`src/rtl/eth_rst_seq_pkg.sv`:
```
// Shared types and default timing constants for the multi-channel reset sequencer.
package eth_rst_seq_pkg;

  typedef enum logic [1:0] {
    StAssert  = 2'd0,
    StRelease = 2'd1,
    StDone    = 2'd2
  } state_e;

  // 50 MHz board build
  localparam int unsigned AssertCycles50M = 2000000;
  localparam int unsigned StepCycles50M   = 500000;
  localparam int unsigned DebCycles50M    = 500000;

  // Shortened simulation build
  localparam int unsigned AssertCyclesSim = 200;
  localparam int unsigned StepCyclesSim   = 50;
  localparam int unsigned DebCyclesSim    = 20;

endpackage

```
`src/rtl/eth_rst_seq_btn_sync_debounce.sv`:
```
// Button 2-FF synchroniser with optional stability filter (enabled by RST_SEQ_DEBOUNCE_EN).
module btn_sync_debounce #(
  parameter int unsigned DEB_CYCLES = 500000,
  parameter int unsigned CNT_W      = 32
) (
  input  logic clk,
  input  logic rst,
  input  logic btn_n,
  output logic btn_pressed
);

  logic [1:0] sync_q;

  // Reset to 1 so the button reads as released.
  always_ff @(posedge clk) begin
    if (rst) sync_q <= 2'b11;
    else     sync_q <= {sync_q[0], btn_n};
  end

`ifdef RST_SEQ_DEBOUNCE_EN
  logic             pressed_q, pressed_d;
  logic [CNT_W-1:0] deb_cnt_q, deb_cnt_d;

  // Counter only runs while the synced level disagrees; any bounce back clears it.
  always_comb begin
    pressed_d = pressed_q;
    deb_cnt_d = '0;
    if (~sync_q[1] != pressed_q) begin
      if (deb_cnt_q == CNT_W'(DEB_CYCLES - 1)) pressed_d = ~sync_q[1];
      else                                     deb_cnt_d = deb_cnt_q + 1'b1;
    end
  end

  always_ff @(posedge clk) begin
    if (rst) begin
      pressed_q <= 1'b0;
      deb_cnt_q <= '0;
    end else begin
      pressed_q <= pressed_d;
      deb_cnt_q <= deb_cnt_d;
    end
  end

  assign btn_pressed = pressed_q;
`else
  assign btn_pressed = ~sync_q[1];
`endif

endmodule

```
`src/rtl/eth_rst_seq.sv`:
```
// Multi-channel reset sequencer: hold all outputs low, then release them in index order.
// Define RST_SEQ_DEBOUNCE_EN to filter the board button.
module eth_rst_seq
  import eth_rst_seq_pkg::*;
#(
  parameter int unsigned NUM_CH        = 3,
  parameter int unsigned ASSERT_CYCLES = AssertCycles50M,
  parameter int unsigned STEP_CYCLES   = StepCycles50M,
  parameter int unsigned DEB_CYCLES    = DebCycles50M,
  parameter int unsigned CNT_W         = 32
) (
  input  logic              clk,
  input  logic              rst,
  input  logic              btn_n,
  input  logic              soft_req,
  output logic [NUM_CH-1:0] rst_n_out,
  output logic              busy,
  output logic              done
);

  localparam int unsigned IdxW = $clog2(NUM_CH) + 1;

  logic btn_pressed;
  logic trig;

  state_e            state_q, state_d;
  logic [CNT_W-1:0]  cnt_q, cnt_d;
  logic [IdxW-1:0]   idx_q, idx_d;
  logic [NUM_CH-1:0] rst_n_q, rst_n_d;
  logic              busy_q, busy_d;
  logic              done_q, done_d;

  btn_sync_debounce #(
    .DEB_CYCLES (DEB_CYCLES),
    .CNT_W      (CNT_W)
  ) u_btn (
    .clk         (clk),
    .rst         (rst),
    .btn_n       (btn_n),
    .btn_pressed (btn_pressed)
  );

  assign trig = rst | btn_pressed | soft_req;

  always_comb begin
    state_d = state_q;
    cnt_d   = cnt_q;
    idx_d   = idx_q;
    rst_n_d = rst_n_q;
    busy_d  = busy_q;
    done_d  = done_q;
    // A trigger overrides every other transition and restarts from scratch.
    if (trig) begin
      state_d = StAssert;
      cnt_d   = '0;
      idx_d   = '0;
      rst_n_d = '0;
      busy_d  = 1'b1;
      done_d  = 1'b0;
    end else begin
      unique case (state_q)
        StAssert: begin
          if (cnt_q == CNT_W'(ASSERT_CYCLES - 1)) begin
            rst_n_d[0] = 1'b1;
            cnt_d      = '0;
            if (NUM_CH == 1) begin
              state_d = StDone;
              busy_d  = 1'b0;
              done_d  = 1'b1;
            end else begin
              state_d = StRelease;
              idx_d   = IdxW'(1);
            end
          end else begin
            cnt_d = cnt_q + 1'b1;
          end
        end
        StRelease: begin
          if (cnt_q == CNT_W'(STEP_CYCLES - 1)) begin
            rst_n_d[idx_q] = 1'b1;
            cnt_d          = '0;
            if (idx_q == IdxW'(NUM_CH - 1)) begin
              state_d = StDone;
              busy_d  = 1'b0;
              done_d  = 1'b1;
            end else begin
              idx_d = idx_q + 1'b1;
            end
          end else begin
            cnt_d = cnt_q + 1'b1;
          end
        end
        StDone: begin
        end
        default: begin
          state_d = StAssert;
          cnt_d   = '0;
          idx_d   = '0;
          rst_n_d = '0;
          busy_d  = 1'b1;
          done_d  = 1'b0;
        end
      endcase
    end
  end

  always_ff @(posedge clk) begin
    if (rst) begin
      state_q <= StAssert;
      cnt_q   <= '0;
      idx_q   <= '0;
      rst_n_q <= '0;
      busy_q  <= 1'b1;
      done_q  <= 1'b0;
    end else begin
      state_q <= state_d;
      cnt_q   <= cnt_d;
      idx_q   <= idx_d;
      rst_n_q <= rst_n_d;
      busy_q  <= busy_d;
      done_q  <= done_d;
    end
  end

  assign rst_n_out = rst_n_q;
  assign busy      = busy_q;
  assign done      = done_q;

endmodule

```
`config.mk`:
```
export PLATFORM = sky130hd
export DESIGN_NAME = eth_rst_seq
export DESIGN_NICKNAME = d
export VERILOG_FILES = /design/src/rtl/eth_rst_seq_pkg.sv /design/src/rtl/eth_rst_seq_btn_sync_debounce.sv /design/src/rtl/eth_rst_seq.sv
export SDC_FILE = /design/constraint.sdc
export NUM_CORES = 1
export LEC_CHECK = 0
export ABC_AREA = 1
export BUFFER_PORTS_ARGS = -buffer_cell sky130_fd_sc_hd__buf_2
export CAP_MARGIN = 0
export CELL_PAD_IN_SITES_DETAIL_PLACEMENT = 0
export CELL_PAD_IN_SITES_GLOBAL_PLACEMENT = 1
export CORE_ASPECT_RATIO = 1.2
export CORE_UTILIZATION = 47
export CTS_CLUSTER_DIAMETER = 200
export DETAILED_ROUTE_END_ITERATION = 7
export PLACE_DENSITY_LB_ADDON = 0.1
export SLEW_MARGIN = 0
export SYNTH_ARGS = -nofsm -noshare
export SYNTH_HDL_FRONTEND = slang
export SYNTH_SLANG_ARGS = --single-unit
```
`constraint.sdc`:
```
create_clock -name clk -period 3.2 [get_ports clk]
set_input_delay 0.32 -clock clk [delete_from_list [all_inputs] [get_ports clk]]
set_output_delay 0.32 -clock clk [all_outputs]
set_load 0.05 [all_outputs]
```
Word-level counts from Yosys, hierarchy flattened:

Cells that the tools add are included.

* register bits: 44
* latch bits: 0
* RAM bits: 0
* ROM bits: 0
* input port bits: 4
* output and inout port bits: 5
* memories kept: 0

* add/sub/neg operators: 2
* multipliers: 0
* divide/modulo/power cells: 0
* $lt $le $gt $ge: 2
* equality and inequality tests: 9
* shifts and indexed selects: 0
* multiplexer cells: 23
* bitwise operators: 6
* reductions and logical operators: 9

Operators by type and width (count)
* $pmux W32 S3: 1
* $mux W32: 2
* $add A32 B1 Y32 const B: 1
* $eq A32 B19 Y1 const B: 1
* $eq A32 B21 Y1 const B: 1
* $mux W3: 4
* $pmux W3 S3: 1
* $ne A2 B2 Y1 const B: 4
* $reduce_and A4 Y1: 2
* $mux W1: 6
* $mux W2: 3
* $pmux W2 S3: 1
* $reduce_and A3 Y1: 2
* $pmux W1 S2: 2
* $pmux W2 S2: 1
* $reduce_or A2 Y1: 2
* $add A3 B1 Y3 const B: 1
* $eq A3 B2 Y1 const B: 1
* $ge A3 B1 Y1 const B: 1
* $lt A3 B3 Y1 const B: 1
* $not A1 Y1: 3
* $or A3 B3 Y3: 1
* $pmux W1 S3: 1
* $demux W1 S2: 1
* 6 further kinds: 7

Depth between registers and ports, before layout:

Gate-level depths: netlist (run 1).

* depth after elaboration: 7
* mapped depth: 13
* mapped depth without buffers: 12

Cells and area by module:

Synthesis (run 1) repeated with hierarchy kept, for this count alone.

* cell total of the unflattened synthesis: 481
* area total of the unflattened synthesis: 2876.5 um^2

Modules (own cells, without submodules)
* eth_rst_seq: instances 1, cells each 473, area each 2813.9 um^2, sequential area each 840.8 um^2
* btn_sync_debounce: instances 1, cells each 8, area each 62.6 um^2, sequential area each 40.0 um^2

Worst setup path after synthesis (run 1):

OpenSTA, ideal clock, no wires.

* kind: reg-to-reg
* start: register cnt_q[0]
* end: register cnt_q[0]
* arrival time: 1514 ps
* data required time: 3088 ps
* path slack: 1574 ps
* stages on the path, launching flop included: 12
* cells stage by stage: dfxtp_1 -> ha_1 -> nand2_2 -> nor2_4 -> nand2_1 -> nor2_2 -> nand2_2 -> nand2_4 -> nand2_4 -> buf_6 -> o21ai_2 -> inv_1

* longest elaborated chain between the ends: 3
* elaborated cells on any way between the ends: 6
* classes of those cells: add/sub (1); eq/ne (2); mux (3)

Ends and longest elaborated chain
* start, declared: line eth_rst_seq.sv:27 `logic [CNT_W-1:0] cnt_q, cnt_d;`
* start signal, assigned: line eth_rst_seq.sv:117 `cnt_q <= cnt_d;`
* $add A32 B1 Y32, or another cell as far along: line eth_rst_seq.sv:75, eth_rst_seq.sv:90
* $mux W32 (on tied branches): line eth_rst_seq.sv:79, eth_rst_seq.sv:63
* $pmux W32 S3 (*): line eth_rst_seq.sv:61 `unique case (state_q)`

Mark *: on every way between the ends. The rest lies on a longest branch, timed or not.
A chain may end at the register's enable or synchronous reset.

Worst setup path in the final report (run 1):

* start: register cnt_q[0]
* end: register cnt_q[8]

The elaborated chain is that of the path after synthesis.

==> flow_summary.yaml, run 1 <==
cells_and_area:
  layoutNonFillerInstCount: 559
  layout-area-overhead-vs-synth_pct: 7.36
  seq_area_um2: 881
  layout.filler_cells: 629
  drive_above_1_share_pct: 9.81
  layout.core_utilization_pct: 53.1
  finalNetCount: 487
  multi_input_area_um2: 1680
  antenna_cells_inserted: 0
job:
  number_of_max_cap_violations: 0
worst_hold_path:
  holdCritPathClass: "input pin to flop"
global_routing:
  grt_usage_pct: 25.4
  grt_pass1_wl_mm: 12.4
  global_route_congestion_overflow_total: 0
  via_count_of_the_first_global_routing_pass: 2609
  largest_net_degree_at_the_start_of_global_routing: 20
  grt_antenna_before_repair: 0
route:
  wl_per_cell_um: 13.1
  route.detailed.drc: 0
  drt-pass1-iter-count: 4
  drt_wl_total_mm: 7.32
  vias: 2816
  route.detailed.vias_per_inst: 5.04
  iteration_0_drc_markers: 124
  antenna_violating_nets_post_route: 0
clock_network:
  ctsHoldBuffers: 0
  tritoncts_clock_tree: "yes"
  cts-resized-gates: 0
  cts_num_sinks: 44
  clock_path_buffers: 2
  clk_slew_on_worst_s_h_paths_ns: 0.09
  clk-insertion-delay-late_ns: 0.30
  number_of_clock_buffers_inserted_by_tritoncts: 5
  cts-htree-levels: 2
  cell_at_the_root_of_the_clock_tree: "sky130_fd_sc_hd__clkbuf_8"
  post_cts_buffers: 0
yosys:
  yosys_register_bits: 44
  post_synthesis_sequential_area_ratio_pct: 31.2
  yosysUniqueCellTypes: 31
  synthArstFlopShare_pct: 0
  synth_edf_count: 0
  synth.cell_area_um2: 2820
  yosys_most_used_dff: "sky130_fd_sc_hd__dfxtp_1"
  post_synthesis_net_count: 477
  yosysWarningCount: 0
  synthesis.area_per_instance_um2: 6.03
  netlist_instances: 468
floorplan:
  die_h_um: 86.9
  pin_count: 9
  rows: 30
  initial_core_util_pct: 49.5
  die_w_um: 72.7
  core_area_um2: 5710
  floorplan.die_area_um2: 6320
critical_path:
  worst_ep_arrival_time_ns: 2.12
  endpoint_kind: "flop"
  crit_required_ns: 3.40
  timing_worst_setup_path_type: "flop to flop"
  crit_path_max_fanout: 19
  timing.critical_path.from_type: "flop"
power:
  power.static_leakage_nw: 1.20
  clock_power_share_pct: 38.8
  vdd.ir_drop.worst_mv: 0.174
  p_sw_uw: 225
  design_power_uw: 934
  power.internal_uw: 709
  power.combinational.fraction_pct: 2.2
  seqPwrFrac_pct: 59.0
  p_per_area_nw_per_um2: 308
  p_sw_share_pct: 24.1
sta:
  timing_max_transition_violations_final: 0
  worst_slew_pin_slew_ns: 0.409
  layout_worst_path_cycle_share_pct: 59.9
  tns_ns: 0
  finalHoldViolations: 0
  layout_min_cycle_time_ns: 1.92
  finalSetupViolations: 0
  final_critical_path_setup_slack_ns: 1.28
  layout_skew_ns: 0.00910
  timing.fmax_mhz: 521
  timing.max_slew.rel_slack_pct: 72.5
  rsz0062_at_grt: "false"
outcome:
  run_status: "finished clean"
placement:
  placed_cells: 551
  setup_slack_placement_ns: 1.27
  io_buffers: 8
  detailed_place_hpwl_mm: 5.40
  gpl.final_weighted_congestion: 0.863
[path summary, 6_finish.rpt]
path                   startpoint         endpoint  slack, ns  depth (start not counted)
setup / recovery         cnt_q[0]         cnt_q[8]       1.28                         12
hold / removal              btn_n  u_btn.sync_q[0]       0.21                          2
setup reg to reg         cnt_q[0]         cnt_q[8]       1.28                         12
hold reg to reg   u_btn.sync_q[0]  u_btn.sync_q[1]       0.42                          1
[stage by stage]
stage / hold WS (ns) / instance area, um^2
2_1_floorplan: 0.389 / 2820
3_3_place_gp: 0.392 / 2940
3_5_place_dp: 0.398 / 2940
4_1_cts: 0.203 / 3030
5_1_grt: 0.223 / 3030
6_report: 0.210 / 3030
[layer usage]
layer	share of wire, %	vias to the layer above	global-route usage (%)
met2	47	57	42.8
met1	47	1242	33.4
met3	3.9	16	2.78
met4	2.3	0	8.73
met5	0	-	0
li1	-	1501	-
[power by group through the flow]
stage                     Sequential (mW)  Clock [mW]  Combinational (mW)
after floorplan                     0.563           0              0.0131
after global placement              0.564           0              0.0203
after detailed placement            0.564           0              0.0210
after CTS                           0.551       0.370              0.0211
after global routing                0.551       0.390              0.0238
final                               0.551       0.362              0.0206
[area by class of cell]
class | instances | area share (%)
Clock buffer | 5 | 2.27
Clock inverter | 3 | 0.619
Tap cell | 80 | 3.30
Timing Repair Buffer | 11 | 2.06
Sequential cell | 44 | 29.1
Multi-Input combinational cell | 358 | 55.5
Inverter | 58 | 7.18
[sequential cells by signal, summed over array words and instances, names as in the netlist]
signal	cells
cnt_q	32
busy	1
done	1
state_q	2
idx_q	3
u_btn.sync_q	2
rst_n_out	3
[worst max-delay path, stage by stage (launching register included)]
cell and delay, ns:
sky130_fd_sc_hd__dfxtp_1 0.41, sky130_fd_sc_hd__ha_1 0.25, sky130_fd_sc_hd__nand2_2 0.10, sky130_fd_sc_hd__nor2_2 0.19
sky130_fd_sc_hd__nand2_1 0.07, sky130_fd_sc_hd__nor2_1 0.12, sky130_fd_sc_hd__nand2_1 0.08, sky130_fd_sc_hd__nand2_2 0.15
sky130_fd_sc_hd__nand2_4 0.18, sky130_fd_sc_hd__nand2_1 0.09, sky130_fd_sc_hd__o21ai_0 0.08, sky130_fd_sc_hd__nand2_1 0.06
sky130_fd_sc_hd__inv_1 0.03
[Yosys cell counts (2+ instances only)]
cell type | instances | area (um^2)
sky130_fd_sc_hd__a21oi_1 | 35 | 175
sky130_fd_sc_hd__nand2_1 | 161 | 604
sky130_fd_sc_hd__nor2_4 | 4 | 45.0
sky130_fd_sc_hd__o21ai_0 | 12 | 60.1
sky130_fd_sc_hd__inv_2 | 5 | 18.8
sky130_fd_sc_hd__nand2_4 | 2 | 22.5
sky130_fd_sc_hd__or2_2 | 4 | 25.0
sky130_fd_sc_hd__inv_1 | 52 | 195
sky130_fd_sc_hd__clkbuf_1 | 3 | 11.3
sky130_fd_sc_hd__nor2_1 | 58 | 218
sky130_fd_sc_hd__nand4_1 | 8 | 50.1
sky130_fd_sc_hd__xor2_1 | 5 | 43.8
sky130_fd_sc_hd__buf_2 | 4 | 20.0
sky130_fd_sc_hd__nand2_2 | 5 | 31.3
sky130_fd_sc_hd__o211ai_1 | 6 | 45.0
sky130_fd_sc_hd__ha_1 | 5 | 62.6
sky130_fd_sc_hd__nor2_2 | 5 | 31.3
sky130_fd_sc_hd__nand3_1 | 36 | 180
sky130_fd_sc_hd__dfxtp_1 | 44 | 881
sky130_fd_sc_hd__nor3_1 | 3 | 15.0
[cell usage in the layout (no fill, tap or decap), types with 3 or more instances in the layout]
cell type	n
sky130_fd_sc_hd__nand2_2	5
sky130_fd_sc_hd__nor2_1	58
sky130_fd_sc_hd__nor2_2	5
sky130_fd_sc_hd__clkbuf_8	5
sky130_fd_sc_hd__buf_2	8
sky130_fd_sc_hd__ha_1	5
sky130_fd_sc_hd__or2_2	4
sky130_fd_sc_hd__xor2_1	5
sky130_fd_sc_hd__nor2_4	4
sky130_fd_sc_hd__o211ai_1	6
sky130_fd_sc_hd__inv_2	5
sky130_fd_sc_hd__o21ai_0	12
sky130_fd_sc_hd__nand2_1	161
sky130_fd_sc_hd__nand3_1	36
sky130_fd_sc_hd__inv_1	52
sky130_fd_sc_hd__buf_4	3
sky130_fd_sc_hd__dfxtp_1	44
sky130_fd_sc_hd__nand4_1	8
sky130_fd_sc_hd__nor3_1	3
sky130_fd_sc_hd__a21oi_1	35
[cells by family after synthesis]
group / synth area share [%]
XOR/XNOR: 1.55
AND/OR/NAND/NOR: 44.5
buffers and inverters: 9.22
adder cells (fa/ha/maj): 2.22
flip-flops: 31.2
AO/OA/AOI/OAI: 11.3
(Power assumes the default switching activity.)
==> run 2, diff against run 1 <==
--- a/config.mk
+++ b/config.mk
@@ -11,7 +11,7 @@
 export CELL_PAD_IN_SITES_DETAIL_PLACEMENT = 0
 export CELL_PAD_IN_SITES_GLOBAL_PLACEMENT = 1
 export CORE_ASPECT_RATIO = 1.2
-export CORE_UTILIZATION = 47
+export CORE_UTILIZATION = 44
 export CTS_CLUSTER_DIAMETER = 200
 export DETAILED_ROUTE_END_ITERATION = 7
 export PLACE_DENSITY_LB_ADDON = 0.1
==> constraint.sdc (replaced) <==
create_clock -name clk -period 1.95 [get_ports clk]
set_input_delay 0.195 -clock clk [delete_from_list [all_inputs] [get_ports clk]]
set_output_delay 0.195 -clock clk [all_outputs]
set_load 0.05 [all_outputs]
==> flow_summary.yaml, run 2 (synthesized netlist as in run 1, its figures left out) <==
clock_network:
  clock_path_buffers: 2
  clk_slew_on_worst_s_h_paths_ns: 0.09
  cts-htree-levels: 2
  number_of_clock_buffers_inserted_by_tritoncts: 5
  ctsHoldBuffers: 0
  cts_num_sinks: 44
  clk-insertion-delay-late_ns: 0.31
  cell_at_the_root_of_the_clock_tree: "sky130_fd_sc_hd__clkbuf_8"
  tritoncts_clock_tree: "yes"
placement:
  setup_slack_placement_ns: 0.106
  gpl.final_weighted_congestion: 0.864
  io_buffers: 8
  detailed_place_hpwl_mm: 5.69
  dpl_cell_area_um2: 3010
sta:
  layout_worst_path_cycle_share_pct: 89.8
  timing.max_slew.rel_slack_pct: 75.2
  rsz0062_at_grt: "false"
  layout_min_cycle_time_ns: 1.75
  finalSetupViolations: 0
  finalHoldViolations: 0
  timing_max_transition_violations_final: 0
  tns_ns: 0
  fin_hold_ws_ns: 0.0728
  worst_slew_pin_slew_ns: 0.372
  layout_skew_ns: 0.0110
  final_critical_path_setup_slack_ns: 0.198
  timing.fmax_mhz: 571
route:
  drt_wl_total_mm: 7.40
  antenna_violating_nets_post_route: 0
  iteration_0_drc_markers: 110
  route.detailed.vias_per_inst: 4.94
  route.detailed.drc: 0
  wl_per_cell_um: 13.0
  vias: 2809
  drt-pass1-iter-count: 4
cells_and_area:
  drive_above_1_share_pct: 11.7
  layout.filler_cells: 728
  antenna_cells_inserted: 0
  layout.cells.most_common_list: "sky130_fd_sc_hd__nand2_1 (161), sky130_fd_sc_hd__nor2_1 (58), sky130_fd_sc_hd__inv_1 (52)"
  seq_area_um2: 882
  layout-area-overhead-vs-synth_pct: 11.2
  finalNetCount: 495
  multi_input_area_um2: 1700
  regMostFlops: "cnt_q"
  layout.core_utilization_pct: 51.2
  layout.cell_area.non_filler_um2: 3140
  layout_commonest_cell: "sky130_fd_sc_hd__nand2_1"
  largest_register_ff_count: 32
global_routing:
  global_route_congestion_overflow_total: 0
  grt_pass1_wl_mm: 12.9
  grt_usage_pct: 24.7
  via_count_of_the_first_global_routing_pass: 2771
  grt_antenna_before_repair: 0
  largest_net_degree_at_the_start_of_global_routing: 20
critical_path:
  timing_worst_setup_path_type: "flop to flop"
  crit_path_cell_trace: "ha_2 > nand2_2 > nor2_4 > nand2_1 > nor2_2 > nand2_2 > nand2_4 > nand2_8 > nand2_1 > o21ai_0 > nand2_1 > inv_1"
  critical_path.max_stage_delay_ns: 0.37
  critical-path-top-cell-by-count: "sky130_fd_sc_hd__nand2_1"
  crit_required_ns: 2.16
  timing.critical_path.from_type: "flop"
  crit_path_max_fanout: 19
  critical_path.slowest_cell: "sky130_fd_sc_hd__dfxtp_1"
  worst_ep_arrival_time_ns: 1.96
  endpoint_kind: "flop"
floorplan:
  core_area_um2: 6130
  floorplan.die_area_um2: 6740
  rows: 31
  die_w_um: 75.1
  pin_count: 9
  die_h_um: 89.7
  initial_core_util_pct: 46.1
outcome:
  run_status: "finished clean"
power:
  power.static_leakage_nw: 1.24
  vdd.ir_drop.worst_mv: 0.330
  p_per_area_nw_per_um2: 530
worst_hold_path:
  holdCritPathClass: "input pin to flop"
job:
  number_of_max_cap_violations: 0
-- run 2: routing by layer --
| layer | global-route usage, % | up-vias | wire length (um) |
|---|---|---|---|
| met1 | 30.4 | 1270 | 3480 |
| met5 | 0 | - | 0 |
| met4 | 6.13 | 0 | 78 |
| met2 | 43.6 | 21 | 3710 |
| met3 | 3.81 | 8 | 135 |
| li1 | - | 1510 | - |
-- run 2: layout make-up --
cell class / count / area share, %
Clock buffer: 5 / 2.19
Clock inverter: 3 / 1.36
Inverter: 58 / 6.94
Multi-Input combinational cell: 358 / 54.2
Sequential cell: 44 / 28.1
Tap cell: 82 / 3.27
Timing Repair Buffer: 19 / 3.91
-- run 2: through the flow --
stage	std cells	power, mW
3_5_place_dp	561	0.963
6_report	569	1.66
4_1_cts	569	1.68
2_1_floorplan	468	0.946
5_1_grt	569	1.72
3_3_place_gp	561	0.962
-- run 2: worst paths after layout --
path | from | slack (ns) | cells after the start | to
setup reg to reg | cnt_q[1] | 0.20 | 12 | cnt_q[5]
hold / removal | btn_n | 0.07 | 2 | u_btn.sync_q[0]
setup / recovery | cnt_q[1] | 0.20 | 12 | cnt_q[5]
hold reg to reg | u_btn.sync_q[0] | 0.42 | 1 | u_btn.sync_q[1]
-- run 2: report_power, final --
part           internal (mW)  switching (mW)  total [mW]
sequential             0.902         0.00248       0.904
combinational         0.0127          0.0241      0.0368
clock                  0.380           0.343       0.723
-- run 2: critical path: cells and delay by family (launching register included) --
family / cells / cell delay, ns
adder cells (fa/ha/maj): 1 / 0.21
AO/OA/AOI/OAI: 1 / 0.07
flip-flops: 1 / 0.37
AND/OR/NAND/NOR: 9 / 0.95
buffers and inverters: 1 / 0.03
-- run 2: what timing repair did --
action                                  in CTS  in global routing
endpoints found under the setup margin       0                 23
setup buffers                                0                  0
gates resized for setup                      0                  5
==> run 3, diff against run 2 <==
--- a/config.mk
+++ b/config.mk
@@ -11,9 +11,11 @@
 export CELL_PAD_IN_SITES_DETAIL_PLACEMENT = 0
 export CELL_PAD_IN_SITES_GLOBAL_PLACEMENT = 1
 export CORE_ASPECT_RATIO = 1.2
+export CORE_MARGIN = 3
 export CORE_UTILIZATION = 44
 export CTS_CLUSTER_DIAMETER = 200
 export DETAILED_ROUTE_END_ITERATION = 7
+export GPL_ROUTABILITY_DRIVEN = 0
 export PLACE_DENSITY_LB_ADDON = 0.1
 export SLEW_MARGIN = 0
 export SYNTH_ARGS = -nofsm -noshare
==> flow_summary.yaml, run 3 (synthesized netlist as in run 1, its figures left out) <==
route:
  drt_wl_total_mm: 7.56
  vias: 2823
  drt-pass1-iter-count: 4
  route.detailed.drc: 0
  wl_per_cell_um: 13.3
  iteration_0_drc_markers: 126
  route.detailed.vias_per_inst: 4.95
  antenna_violating_nets_post_route: 0
worst_hold_path:
  holdCritPathClass: "input pin to flop"
  worst_hold_path.num_cells: 2
global_routing:
  via_count_of_the_first_global_routing_pass: 2739
  grt_util_met1_pct: 27.1
  largest_net_degree_at_the_start_of_global_routing: 20
  grt_antenna_before_repair: 0
  gr-usage-met3_pct: 2.98
  grt_pass1_wl_mm: 12.9
  busiest_metal_layer_after_global_routing: "met2"
  grtUsageMet2_pct: 39.3
  global_route_congestion_overflow_total: 0
  grt_usage_pct: 22.1
floorplan:
  die_w_um: 79.1
  core_area_um2: 6130
  pin_count: 9
  die_h_um: 93.7
  rows: 31
  initial_core_util_pct: 46.1
  floorplan.die_area_um2: 7420
critical_path:
  critical_path.max_stage_delay_ns: 0.37
  endpoint_kind: "flop"
  timing.critical_path.max_delay_family: "simple AND/OR/NAND/NOR gates"
  worstSetupPathDepth: 12
  crit_required_ns: 2.19
  reg2reg_depth: 12
  crit_path_max_fanout: 7
  critical_path.slowest_cell: "sky130_fd_sc_hd__dfxtp_2"
  timing_worst_setup_path_type: "flop to flop"
  worst_ep_arrival_time_ns: 1.97
  crit_path_cell_trace: "ha_2 > nand2_2 > nor2_4 > nand2_1 > nor2_2 > nand2_2 > nand2_4 > buf_4 > nand3_2 > nand2_1 > inv_1 > nor2_1"
  critical_path.n_buffers_inverters: 2
  timing.critical_path.from_type: "flop"
cells_and_area:
  finalNetCount: 496
  layout_commonest_cell: "sky130_fd_sc_hd__nand2_1"
  layout.cells.most_common_list: "sky130_fd_sc_hd__nand2_1 (161), sky130_fd_sc_hd__nor2_1 (58), sky130_fd_sc_hd__inv_1 (52)"
  largest_register_ff_count: 32
  antenna_cells_inserted: 0
  layout-area-overhead-vs-synth_pct: 11.5
  regMostFlops: "cnt_q"
  drive_above_1_share_pct: 12.1
sta:
  timing.fmax_mhz: 579
  tns_ns: 0
  timing.max_slew.rel_slack_pct: 75.2
  final_critical_path_setup_slack_ns: 0.222
  timing_max_transition_violations_final: 0
  rsz0062_at_grt: "false"
  layout_worst_path_cycle_share_pct: 88.6
  layout_min_cycle_time_ns: 1.73
  finalSetupViolations: 0
  worst_slew_pin_slew_ns: 0.371
  finalHoldViolations: 0
  layout_skew_ns: 0.00347
clock_network:
  number_of_clock_buffers_inserted_by_tritoncts: 5
  cts-htree-levels: 2
  clock_path_buffers: 2
  clk_slew_on_worst_s_h_paths_ns: 0.09
  cell_at_the_root_of_the_clock_tree: "sky130_fd_sc_hd__clkbuf_8"
  cts_num_sinks: 44
  clk-insertion-delay-late_ns: 0.30
  tritoncts_clock_tree: "yes"
placement:
  detailed_place_hpwl_mm: 5.78
  io_buffers: 8
  setup_slack_placement_ns: 0.0851
power:
  vdd.ir_drop.worst_mv: 0.420
  power.static_leakage_nw: 1.25
  p_per_area_nw_per_um2: 527
outcome:
  run_status: "finished clean"
job:
  number_of_max_cap_violations: 0
run 3: changes by cell type in the layout (fill, tap and decap cells not counted):
cell,previous run,this run
sky130_fd_sc_hd__dfxtp_2,1,2
sky130_fd_sc_hd__buf_4,11,12
sky130_fd_sc_hd__dfxtp_1,43,42
run 3: per-stage QoR:
step / util (%) / power, mW / cell area, um^2 / hold WS, ns / std cells
after global routing: 51.4 / 1.72 / 3150 / 0.0816 / 570
after global placement: 48.9 / 0.962 / 3000 / 0.378 / 560
after detailed placement: 48.9 / 0.962 / 3000 / 0.384 / 560
after floorplan: - / 0.946 / 2820 / 0.299 / 468
after CTS: 50.7 / 1.68 / 3110 / 0.0703 / 568
final: 51.4 / 1.66 / 3150 / 0.0746 / 570
run 3: final cells by class:
| type | instances | area (um^2) |
|---|---|---|
| multi-input cells | 358 | 1700 |
| repair buffers | 20 | 130 |
| clock buffers | 5 | 68.8 |
| clock inverters | 3 | 42.5 |
| flip-flops and latches | 44 | 883 |
| inverters | 58 | 218 |
| fillers | 706 | 2980 |
| well taps | 82 | 103 |
run 3: power breakdown:
part	switching (mW)	internal (mW)
Clock	0.338	0.380
Sequential	0.00252	0.902
Combinational	0.0247	0.0127
Total	0.366	1.29
run 3: what timing repair did:
| item | in CTS | in global routing |
|---|---|---|
| resized for setup | 0 | 6 |
| hold buffers | 0 | 0 |
| setup buffers | 0 | 2 |
| endpoints found under the setup margin | 0 | 23 |
run 3: worst register-to-register path, stage by stage, from the launching register on:
cell and delay (ns):
sky130_fd_sc_hd__dfxtp_2 0.37, sky130_fd_sc_hd__ha_2 0.21, sky130_fd_sc_hd__nand2_2 0.10, sky130_fd_sc_hd__nor2_4 0.15, sky130_fd_sc_hd__nand2_1 0.07, sky130_fd_sc_hd__nor2_2 0.15
sky130_fd_sc_hd__nand2_2 0.08, sky130_fd_sc_hd__nand2_4 0.12, sky130_fd_sc_hd__buf_4 0.13, sky130_fd_sc_hd__nand3_2 0.09, sky130_fd_sc_hd__nand2_1 0.08, sky130_fd_sc_hd__inv_1 0.04
sky130_fd_sc_hd__nor2_1 0.09
run 3: final timing paths:
check / from / endpoint / slack, ns
max: cnt_q[0] / idx_q[2] / 0.22
min: btn_n / u_btn.sync_q[0] / 0.07
max reg2reg: cnt_q[0] / idx_q[2] / 0.22
min reg2reg: u_btn.sync_q[0] / u_btn.sync_q[1] / 0.42
run 3: layer usage:
metal / vias to the layer above / part of all wire [%]
met2: 31 / 49
met1: 1262 / 46
met4: 0 / 2.6
met3: 12 / 2.4
met5: - / 0
li1: 1518 / -
